File: src/rtl/mtx_pkg.sv
// Shared types and constants for the mtx_burst_gate burst framer.
// The optional gain stage (MTX_BURST_GAIN_EN) uses GAIN_FRAC from here.
package mtx_pkg;
   typedef enum logic [1:0] {IDLE, ARM, TX, GUARD} mtx_state_t;

   localparam int IQ_W      = 32;
   localparam int GAIN_FRAC = 14;

   function automatic int iq_width(input int sin_cos_width);
      return 2 * sin_cos_width;
   endfunction
endpackage

File: src/rtl/axis_skid_buf.sv
// Two-entry AXI-stream skid buffer: registered output stage plus one skid slot.
// in_ready is driven straight from a flop so it never depends on out_ready.
module axis_skid_buf #(
   parameter int DATA_W = 33
) (
   input  logic              clk,
   input  logic              resetn,
   input  logic              srst,
   input  logic              in_valid,
   output logic              in_ready,
   input  logic [DATA_W-1:0] in_data,
   output logic              out_valid,
   input  logic              out_ready,
   output logic [DATA_W-1:0] out_data
);
   logic              r_out_valid;
   logic              r_skid_valid;
   logic [DATA_W-1:0] r_out_data;
   logic [DATA_W-1:0] r_skid_data;
   logic              w_push;
   logic              w_load;

   assign w_push = in_valid && !r_skid_valid;
   assign w_load = !r_out_valid || out_ready;

   always_ff @(posedge clk or negedge resetn) begin
      if (!resetn) begin
         r_out_valid  <= 1'b0;
         r_skid_valid <= 1'b0;
         r_out_data   <= '0;
         r_skid_data  <= '0;
      end else if (srst) begin
         r_out_valid  <= 1'b0;
         r_skid_valid <= 1'b0;
         r_out_data   <= '0;
         r_skid_data  <= '0;
      end else if (w_load) begin
         // A full skid slot always drains first, so ordering is preserved.
         if (r_skid_valid) begin
            r_out_data   <= r_skid_data;
            r_out_valid  <= 1'b1;
            r_skid_valid <= 1'b0;
         end else if (w_push) begin
            r_out_data  <= in_data;
            r_out_valid <= 1'b1;
         end else begin
            r_out_valid <= 1'b0;
         end
      end else if (w_push) begin
         r_skid_data  <= in_data;
         r_skid_valid <= 1'b1;
      end
   end

   assign in_ready  = !r_skid_valid;
   assign out_valid = r_out_valid;
   assign out_data  = r_out_data;
endmodule

File: src/rtl/mtx_burst_gate.sv
// Cuts symbol-aligned TX bursts with zero guards out of a free-running IQ stream.
// Optional MTX_BURST_GAIN_EN adds a gain port and one saturating gain pipeline stage.
module mtx_burst_gate
   import mtx_pkg::*;
#(
   parameter int SIN_COS_WIDTH = IQ_W / 2,
   parameter int CNT_WIDTH     = 16,
   parameter int SYMB_LEN      = 8192,
   parameter int NSYMB         = 8,
   parameter int GUARD_LEN     = 256
`ifdef MTX_BURST_GAIN_EN
   , parameter int GAIN_WIDTH  = 16
`endif
) (
   input  logic                         clk,
   input  logic                         resetn,
   input  logic                         srst,
   input  logic                         enable,
   input  logic                         trigger,
   input  logic                         in_tvalid,
   output logic                         in_tready,
   input  logic                         in_tlast,
   input  logic [SIN_COS_WIDTH-1:0]     in_i,
   input  logic [SIN_COS_WIDTH-1:0]     in_q,
`ifdef MTX_BURST_GAIN_EN
   input  logic [GAIN_WIDTH-1:0]        gain,
`endif
   output logic                         out_tvalid,
   input  logic                         out_tready,
   output logic                         out_tlast,
   output logic [2*SIN_COS_WIDTH-1:0]   out_tdata,
   output logic                         busy,
   output logic                         trig_overrun,
   output logic [CNT_WIDTH-1:0]         burst_count
);
   localparam int W_IQ = iq_width(SIN_COS_WIDTH);
   localparam logic [CNT_WIDTH-1:0] SAMP_LAST  = CNT_WIDTH'(SYMB_LEN - 1);
   localparam logic [CNT_WIDTH-1:0] SYMB_LAST  = CNT_WIDTH'(NSYMB - 1);
   localparam logic [CNT_WIDTH-1:0] GUARD_LAST = CNT_WIDTH'((GUARD_LEN > 0) ? GUARD_LEN - 1 : 0);

   mtx_state_t           r_state;
   mtx_state_t           w_state_next;
   logic [CNT_WIDTH-1:0] r_samp_cnt;
   logic [CNT_WIDTH-1:0] r_symb_cnt;
   logic [CNT_WIDTH-1:0] r_guard_cnt;
   logic [CNT_WIDTH-1:0] r_burst_count;
   logic                 r_overrun;
   logic                 w_in_acc;
   logic                 w_symb_end;
   logic                 w_burst_end;
   logic                 w_guard_push;
   logic                 w_src_valid;
   logic                 w_src_ready;
   logic                 w_src_last;
   logic [W_IQ-1:0]      w_src_data;
   logic                 w_skid_valid;
   logic                 w_skid_last;
   logic [W_IQ-1:0]      w_skid_data;
   logic                 w_buf_ready;
   logic [W_IQ:0]        w_buf_out;

   always_ff @(posedge clk or negedge resetn) begin
      if (!resetn)   r_state <= IDLE;
      else if (srst) r_state <= IDLE;
      else           r_state <= w_state_next;
   end

   always_comb begin
      w_state_next = r_state;
      in_tready    = 1'b1;
      w_src_valid  = 1'b0;
      w_src_last   = 1'b0;
      w_src_data   = '0;
      w_in_acc     = 1'b0;
      w_symb_end   = 1'b0;
      w_burst_end  = 1'b0;
      w_guard_push = 1'b0;
      case (r_state)
         IDLE: begin
            if (trigger && enable) w_state_next = ARM;
         end
         ARM: begin
            if (!enable)                     w_state_next = IDLE;
            else if (in_tvalid && in_tlast)  w_state_next = TX;
         end
         TX: begin
            in_tready   = w_src_ready;
            w_src_valid = in_tvalid;
            w_src_data  = {in_q, in_i};
            w_in_acc    = in_tvalid && w_src_ready;
            w_symb_end  = w_in_acc && (r_samp_cnt == SAMP_LAST);
            w_burst_end = w_symb_end && ((r_symb_cnt == SYMB_LAST) || !enable);
            w_src_last  = w_burst_end;
            if (w_burst_end)                      w_state_next = IDLE;
            else if (w_symb_end && GUARD_LEN > 0) w_state_next = GUARD;
         end
         GUARD: begin
            // Upstream stalls while the gate injects its own zero beats.
            in_tready    = 1'b0;
            w_src_valid  = 1'b1;
            w_guard_push = w_src_ready;
            if (w_guard_push && (r_guard_cnt == GUARD_LAST)) w_state_next = TX;
         end
         default: w_state_next = IDLE;
      endcase
   end

   always_ff @(posedge clk or negedge resetn) begin
      if (!resetn) begin
         r_samp_cnt    <= '0;
         r_symb_cnt    <= '0;
         r_guard_cnt   <= '0;
         r_burst_count <= '0;
         r_overrun     <= 1'b0;
      end else if (srst) begin
         r_samp_cnt    <= '0;
         r_symb_cnt    <= '0;
         r_guard_cnt   <= '0;
         r_burst_count <= '0;
         r_overrun     <= 1'b0;
      end else begin
         if (w_symb_end) begin
            r_samp_cnt <= '0;
            r_symb_cnt <= w_burst_end ? '0 : r_symb_cnt + 1'b1;
         end else if (w_in_acc) begin
            r_samp_cnt <= r_samp_cnt + 1'b1;
         end
         if (w_guard_push) r_guard_cnt <= (r_guard_cnt == GUARD_LAST) ? '0 : r_guard_cnt + 1'b1;
         if (w_burst_end)  r_burst_count <= r_burst_count + 1'b1;
         if (trigger && (r_state != IDLE)) r_overrun <= 1'b1;
      end
   end

`ifdef MTX_BURST_GAIN_EN
   localparam int PW = SIN_COS_WIDTH + GAIN_WIDTH + 1;
   localparam logic signed [PW-1:0] ROUND_HALF = PW'(1) <<< (GAIN_FRAC - 1);
   localparam logic signed [PW-1:0] SAT_MAX    = PW'((1 << (SIN_COS_WIDTH - 1)) - 1);
   localparam logic signed [PW-1:0] SAT_MIN    = -SAT_MAX - 1;

   function automatic logic [SIN_COS_WIDTH-1:0] apply_gain(
      input logic [SIN_COS_WIDTH-1:0] x, input logic [GAIN_WIDTH-1:0] g);
      logic signed [PW-1:0] prod;
      prod = ($signed(x) * $signed({1'b0, g}) + ROUND_HALF) >>> GAIN_FRAC;
      if (prod > SAT_MAX) return SAT_MAX[SIN_COS_WIDTH-1:0];
      if (prod < SAT_MIN) return SAT_MIN[SIN_COS_WIDTH-1:0];
      return prod[SIN_COS_WIDTH-1:0];
   endfunction

   logic            r_pipe_valid;
   logic            r_pipe_last;
   logic [W_IQ-1:0] r_pipe_data;

   assign w_src_ready = !r_pipe_valid || w_buf_ready;

   always_ff @(posedge clk or negedge resetn) begin
      if (!resetn) begin
         r_pipe_valid <= 1'b0;
         r_pipe_last  <= 1'b0;
         r_pipe_data  <= '0;
      end else if (srst) begin
         r_pipe_valid <= 1'b0;
         r_pipe_last  <= 1'b0;
         r_pipe_data  <= '0;
      end else if (w_src_ready) begin
         r_pipe_valid <= w_src_valid;
         r_pipe_last  <= w_src_last;
         r_pipe_data  <= {apply_gain(w_src_data[W_IQ-1:SIN_COS_WIDTH], gain),
                          apply_gain(w_src_data[SIN_COS_WIDTH-1:0], gain)};
      end
   end

   assign w_skid_valid = r_pipe_valid;
   assign w_skid_last  = r_pipe_last;
   assign w_skid_data  = r_pipe_data;
`else
   assign w_src_ready  = w_buf_ready;
   assign w_skid_valid = w_src_valid;
   assign w_skid_last  = w_src_last;
   assign w_skid_data  = w_src_data;
`endif

   axis_skid_buf #(.DATA_W(W_IQ + 1)) u_skid (
      .clk       (clk),
      .resetn    (resetn),
      .srst      (srst),
      .in_valid  (w_skid_valid),
      .in_ready  (w_buf_ready),
      .in_data   ({w_skid_last, w_skid_data}),
      .out_valid (out_tvalid),
      .out_ready (out_tready),
      .out_data  (w_buf_out)
   );

   assign out_tlast    = w_buf_out[W_IQ];
   assign out_tdata    = w_buf_out[W_IQ-1:0];
   assign busy         = (r_state != IDLE);
   assign trig_overrun = r_overrun;
   assign burst_count  = r_burst_count;
endmodule

File: config.mk
export PLATFORM = sky130hd
export DESIGN_NAME = mtx_burst_gate
export DESIGN_NICKNAME = d
export VERILOG_FILES = /design/src/rtl/mtx_pkg.sv /design/src/rtl/axis_skid_buf.sv /design/src/rtl/mtx_burst_gate.sv
export SDC_FILE = /design/constraint.sdc
export NUM_CORES = 1
export LEC_CHECK = 0
export BUFFER_PORTS_ARGS = -buffer_cell sky130_fd_sc_hd__buf_2
export CAP_MARGIN = 20
export CELL_PAD_IN_SITES_DETAIL_PLACEMENT = 0
export CELL_PAD_IN_SITES_GLOBAL_PLACEMENT = 1
export CORE_UTILIZATION = 47
export CTS_BUF_LIST = sky130_fd_sc_hd__clkbuf_8 sky130_fd_sc_hd__clkbuf_16
export DETAILED_ROUTE_END_ITERATION = 10
export PLACE_DENSITY = 0.93
export SYNTH_ARGS = -nofsm -noshare
export SYNTH_HDL_FRONTEND = slang
export SYNTH_SLANG_ARGS = --single-unit
File: constraint.sdc
create_clock -name clk -period 3.4 [get_ports clk]
set_clock_uncertainty 0.1 [all_clocks]
set_input_delay 0.34 -clock clk [delete_from_list [all_inputs] [get_ports clk]]
set_output_delay 0.34 -clock clk [all_outputs]
set_load 0.01 [all_outputs]
==> impl_metrics.toml, run 1 <==
[run_status]
outcome = "complete, no violations"

[place]
gp_congestion = 0.823
io_buffers = 92
dp_hpwl_um = 10400

[routing]
drt-initial-drc-count = 422
wl_per_cell_um = 16.2
dr.pass1.iters = 4
avgViaCountPerCell = 5.86
drcViolationCount = 0
routed-via-count = 5785
ant_nets = 0
routed_wirelength_um = 16000

[layout]
n_antenna_cell = 0
fin_util = 0.575
syn_to_final_growth_pct = 19.4
final_nets = 839
num-fill-cells = 1154
drive_gt1_frac = 0.186

[power]
vdd_drop_max_mv = 0.348
p_leak_nw = 3.43
power_mw = 3.87
powerDensity_mw_per_mm2 = 487

[sta]
period_minus_slack_ps = 2530
setup_tns_ps = 0
finalHoldViolCount = 0
drv_slew = 0
tightest_slew_ps = 1050
holdWs_ps = 73.0
max_slew_margin = 0.293
fin_crit_sh = 0.743
setup_violations = 0
fmax_mhz = 396
rsz0062_at_grt = "no"

[synth]
yosys_warnings = 0
synth_simple_gate_area_frac = 0.220
syn_nets = 762
yosysTopAreaCellShare = 0.508
ys_top_cells_by_area = "dfrtp_1, nor2_1, a21oi_1"
synth_compound_area_frac = 0.199
synth_edf_count = 0
ys_seq_elements = 135
synth_top_family_by_area = "simple AND/OR/NAND/NOR gates"
synthMuxAreaShare = 0.00470
synth.cell_area_mm2 = 0.00666
yosys-top-cells-count = "dfrtp_1, nor2_1, a21oi_1, nand2_1, o21ai_0"
syn-instance-count = 718
yosysTopAreaCell = "dfrtp_1"
synth_xor_area_frac = 0.0250
synthArstFlopShare = 1.00
synth.avg_cell_area_um2 = 9.27
yosys.area_share.adder = 0.00752
synthDistinctLibCells = 52
ys_seq_area_frac = 0.508
ys.flop_type = "dfrtp_1"
yosys.cell_count.top_type = "dfrtp_1"

[cts]
clock_sinks = 135
cts_tree = "done"
cts-root-buf = "clkbuf_16"
clk_pin_slew_ps = 60
max-clock-path-buffers = 2
postCtsSetupBuffers = 0
htree_levels = 4
clock_latency_ps = 420
cts_made_buffers = 17

[critical_path]
cp.arrival_ps = 2760
worst-r2r-setup-slack_ps = 870
cp.required_ps = 3640
r2r_end = "burst_count[15]"
reg2reg_from = "r_samp_cnt[0]"
rr_worst_depth = 6
critical_path_class = "flop to flop"
cp-start-kind = "flop"
cp_max_fo = 13
end_kind = "flop"

[hold_path]
min_delay_path_depth = 2
worst_hold_path_type = "input pin to flop"
whs_endpoint = "u_skid.r_skid_data[19]"
min-delay-start = "in_q[3]"

[grt]
grtUsageMet2 = 0.365
globalRouteMet3Util = 0.0742
grt_pass1_wl_um = 26900
grt.busiest_layer = "met2"
antenna_found_initial = 0
grt_use_met1 = 0.303
grt.total_usage = 0.232
grt_pass1_vias = 5573
grt_max_degree = 107
grt_remaining_overflow = 0

[floorplanning]
die_y_um = 121
die_x_um = 121
die-area_mm2 = 0.0146
placeableCoreArea_mm2 = 0.0138
rows = 43
ios = 93
start_util = 0.481

[run]
cap_violations = 0
final cells by class:
cell class	instances	area [um^2]	area share
timing repair buffer	104	572	0.0719
clock inverter	11	169	0.0212
multi-input combinational	521	3060	0.385
clock buffer	21	480	0.0604
inverter	16	60.1	0.00756
tap	180	225	0.0283
sequential	135	3380	0.425
layer usage:
layer / vias to the layer above / wire length, um
li1: 2783 / -
met1: 2826 / 7170
met2: 154 / 7560
met3: 22 / 1110
met4: 0 / 214
met5: - / 0
through the flow:
stage,std cells,worst slack (ps),cell area [um^2]
2_1_floorplan,718,1120,6660
3_3_place_gp,955,840,7290
3_5_place_dp,955,843,7290
4_1_cts,988,870,7950
5_1_grt,988,744,7950
6_report,988,874,7950
cell families (layout without fill, tap and decap cells):
kind of cell,after synthesis,after routing
muxes,3,3
and+or+nand+nor,297,297
AOI/OAI and AO/OA,198,198
xor gates and xnor gates,19,19
buffers and inverters,62,152
adders and majority gates,4,4
DFF,135,135
where the power goes:
part	internal, mW	switching, mW
Combinational	0.0704	0.144
Clock	1.31	0.705
Sequential	1.62	0.0203
flip-flops by register name, summed over array words and instances (netlist names):
register and count:
trig_overrun 1, r_state 2, u_skid.r_skid_valid 1, u_skid.r_skid_data 33, r_samp_cnt 16, u_skid.out_data 33
burst_count 16, u_skid.out_valid 1, r_symb_cnt 16, r_guard_cnt 16
timing repair:
action | CTS | global route
hold buffers | 1 | 0
hold endpoints to repair | 22 | 0
resized for setup | 0 | 0
cell usage in the layout (no fill, tap or decap), drive strengths merged, types with 4 or more instances in the layout:
| cell | count |
|---|---|
| dfrtp | 135 |
| buf | 103 |
| nor2 | 98 |
| a21oi | 72 |
| nand2 | 72 |
| o21ai | 38 |
| a211oi | 33 |
| a32o | 33 |
| clkbuf | 21 |
| nand3 | 19 |
| nor3 | 18 |
| or3 | 16 |
| nand4 | 16 |
| inv | 16 |
| xnor2 | 12 |
| or4 | 10 |
| o31ai | 9 |
| nor4 | 8 |
| and4 | 7 |
| xor2 | 7 |
| and2 | 6 |
| clkinv | 6 |
| and3 | 5 |
| nor2b | 5 |
| nand3b | 4 |
| ha | 4 |
| bufinv | 4 |
worst max-delay path by stage:
stage	from	endpoint	slack [ps]
final	r_samp_cnt[0]	burst_count[15]	870
after CTS	r_symb_cnt[0]	burst_count[15]	870
after global placement	srst	r_samp_cnt[15]	840
after detailed placement	srst	r_samp_cnt[15]	840
after global routing	r_samp_cnt[0]	r_symb_cnt[7]	740
after floorplan	r_symb_cnt[0]	burst_count[15]	1120
critical path, stage by stage, from the launching register on:
cell and delay [ps]:
dfrtp_1 420, ha_1 240, and3_1 270, nand2_1 120, or4_4 620, or4_1 500
a21oi_1 170
Note: power is estimated with default switching activity, not from simulation.
==> run 2, diff against run 1 <==
CORE_UTILIZATION = 40   (was 47)
PLACE_DENSITY = 0.85   (was 0.93)
clock period = 2.2 ns   (was 3.4 ns; I/O delays follow)
==> run 2 against run 1 <==
  * Via count up 3.9%
  * Worst setup slack got worse by 830 ps
  * Combinational power increased by 95%
  * Clock power grew 52%
  * Die area is 17% higher
  * Critical path type unchanged
==> impl_metrics.toml, run 2 (synthesis results as in run 1) <==
[layout]
final_cell_mix = "dfrtp_1, nor2_1, buf_2"
fin_area_mm2 = 0.00885
n_antenna_cell = 0
syn_to_final_growth_pct = 33.0
num-fill-cells = 1440
seq_area_mm2 = 0.00338
final_nets = 927
multi_input_area_mm2 = 0.00316
layout_commonest_cell = "dfrtp_1"
drive_gt1_frac = 0.245

[hold_path]
min-delay-start = "enable"
worst_hold_path_type = "input pin to flop"

[routing]
avgViaCountPerCell = 5.41
drcViolationCount = 0
wl_per_cell_um = 15.3
routed-via-count = 6012
routed_wirelength_um = 17000
drt-initial-drc-count = 334
ant_nets = 0
dr.pass1.iters = 4

[grt]
grt_max_degree = 66
grtUsageMet2 = 0.365
grt.busiest_layer = "met2"
grt_pass1_vias = 5919
grt_pass1_wl_um = 28200
antenna_found_initial = 0
grt_use_met1 = 0.260
grt_remaining_overflow = 0
globalRouteMet3Util = 0.0529
grt.total_usage = 0.210

[floorplanning]
die_y_um = 131
die-area_mm2 = 0.0172
placeableCoreArea_mm2 = 0.0161
rows = 46
ios = 93
die_x_um = 131
start_util = 0.415

[sta]
drv_slew = 0
period_minus_slack_ps = 2160
setup_violations = 0
max_slew_margin = 0.580
finalHoldViolCount = 0
fin_crit_sh = 0.982
setup_tns_ps = 0
tightest_slew_ps = 630
rsz0062_at_grt = "yes"
fmax_mhz = 463

[critical_path]
crit_buf_inv = 1
end_kind = "flop"
slowest_delay_ps = 430
reg2reg_from = "r_samp_cnt[0]"
critical_path.slowest_cell = "or4_4"
cp.arrival_ps = 2400
crit_family = "simple AND/OR/NAND/NOR gates"
cp_max_fo = 4
critical_path_class = "flop to flop"
cp-start-kind = "flop"
path_cells = "ha_1, and3_4, buf_4, nand4_1, or3_4, or4_4, a21oi_2"
cp.required_ps = 2440
startpoint = "r_samp_cnt[0]"

[cts]
clock_sinks = 135
htree_levels = 4
clk_pin_slew_ps = 60
cts-root-buf = "clkbuf_16"
cts_made_buffers = 17
cts_tree = "done"
clock_latency_ps = 420
max-clock-path-buffers = 2

[place]
gp_congestion = 0.835
io_buffers = 92
post_dp_cell_area_mm2 = 0.00778
dp_hpwl_um = 11000

[run]
cap_violations = 0

[run_status]
outcome = "complete, no violations"

[power]
p_leak_nw = 3.87
powerDensity_mw_per_mm2 = 677
vdd_drop_max_mv = 0.538
[run 2: area by class of cell]
type	instances	share of cell area
clock buffers	19	0.0512
repair buffers	192	0.153
inverters	16	0.00678
well taps	216	0.0305
multi-input cells	521	0.357
clock inverters	12	0.0198
flip-flops and latches	135	0.382
[run 2: stage by stage]
stage | hold slack (ps) | cells | setup WS, ps | util | power, mW
floorplan | -176 | 718 | 12.8 | - | 2.74
global placement | -23.1 | 1044 | 18.4 | 0.484 | 2.95
detailed placement | -23.3 | 1044 | 1.38 | 0.484 | 2.95
CTS | 67.4 | 1110 | 5.83 | 0.547 | 6.05
global route | 106 | 1111 | -44.6 | 0.551 | 6.21
finish | 84.2 | 1111 | 39.5 | 0.551 | 5.99
[run 2: worst min-delay path, cell delays in order]
cell     delay (ps)
buf_2           140
a21oi_1         160
nor3_1           50
[run 2: timing repair]
action / 4_1_cts / 5_1_grt
hold buffers: 34 / 0
resized for setup: 5 / 14
pin swaps: 3 / 8
endpoints found under the hold margin: 168 / 0
buffers inserted: 1 / 1
endpoints found under the setup margin: 7 / 21
[run 2: power breakdown]
group / internal (mW) / switching, mW
Clock: 1.95 / 1.10
Sequential: 2.51 / 0.0205
Combinational: 0.169 / 0.249
Total: 4.63 / 1.36
[run 2: worst paths after layout]
path | end | slack [ps] | cells past startpoint
setup reg to reg | burst_count[14] | 40 | 7
max in group asynchronous | u_skid.r_skid_valid | 1300 | 3
hold reg to reg | u_skid.r_skid_data[24] | 390 | 1
hold / removal | r_state[1] | 80 | 3
min in group asynchronous | r_symb_cnt[4] | 100 | 2
setup / recovery | burst_count[14] | 40 | 7
[run 2: routing by layer]
| metal | vias to the layer above | share of wire |
|---|---|---|
| met2 | 142 | 0.50 |
| met3 | 12 | 0.052 |
| li1 | 2960 | - |
| met1 | 2898 | 0.43 |
| met4 | 0 | 0.013 |
| met5 | - | 0 |
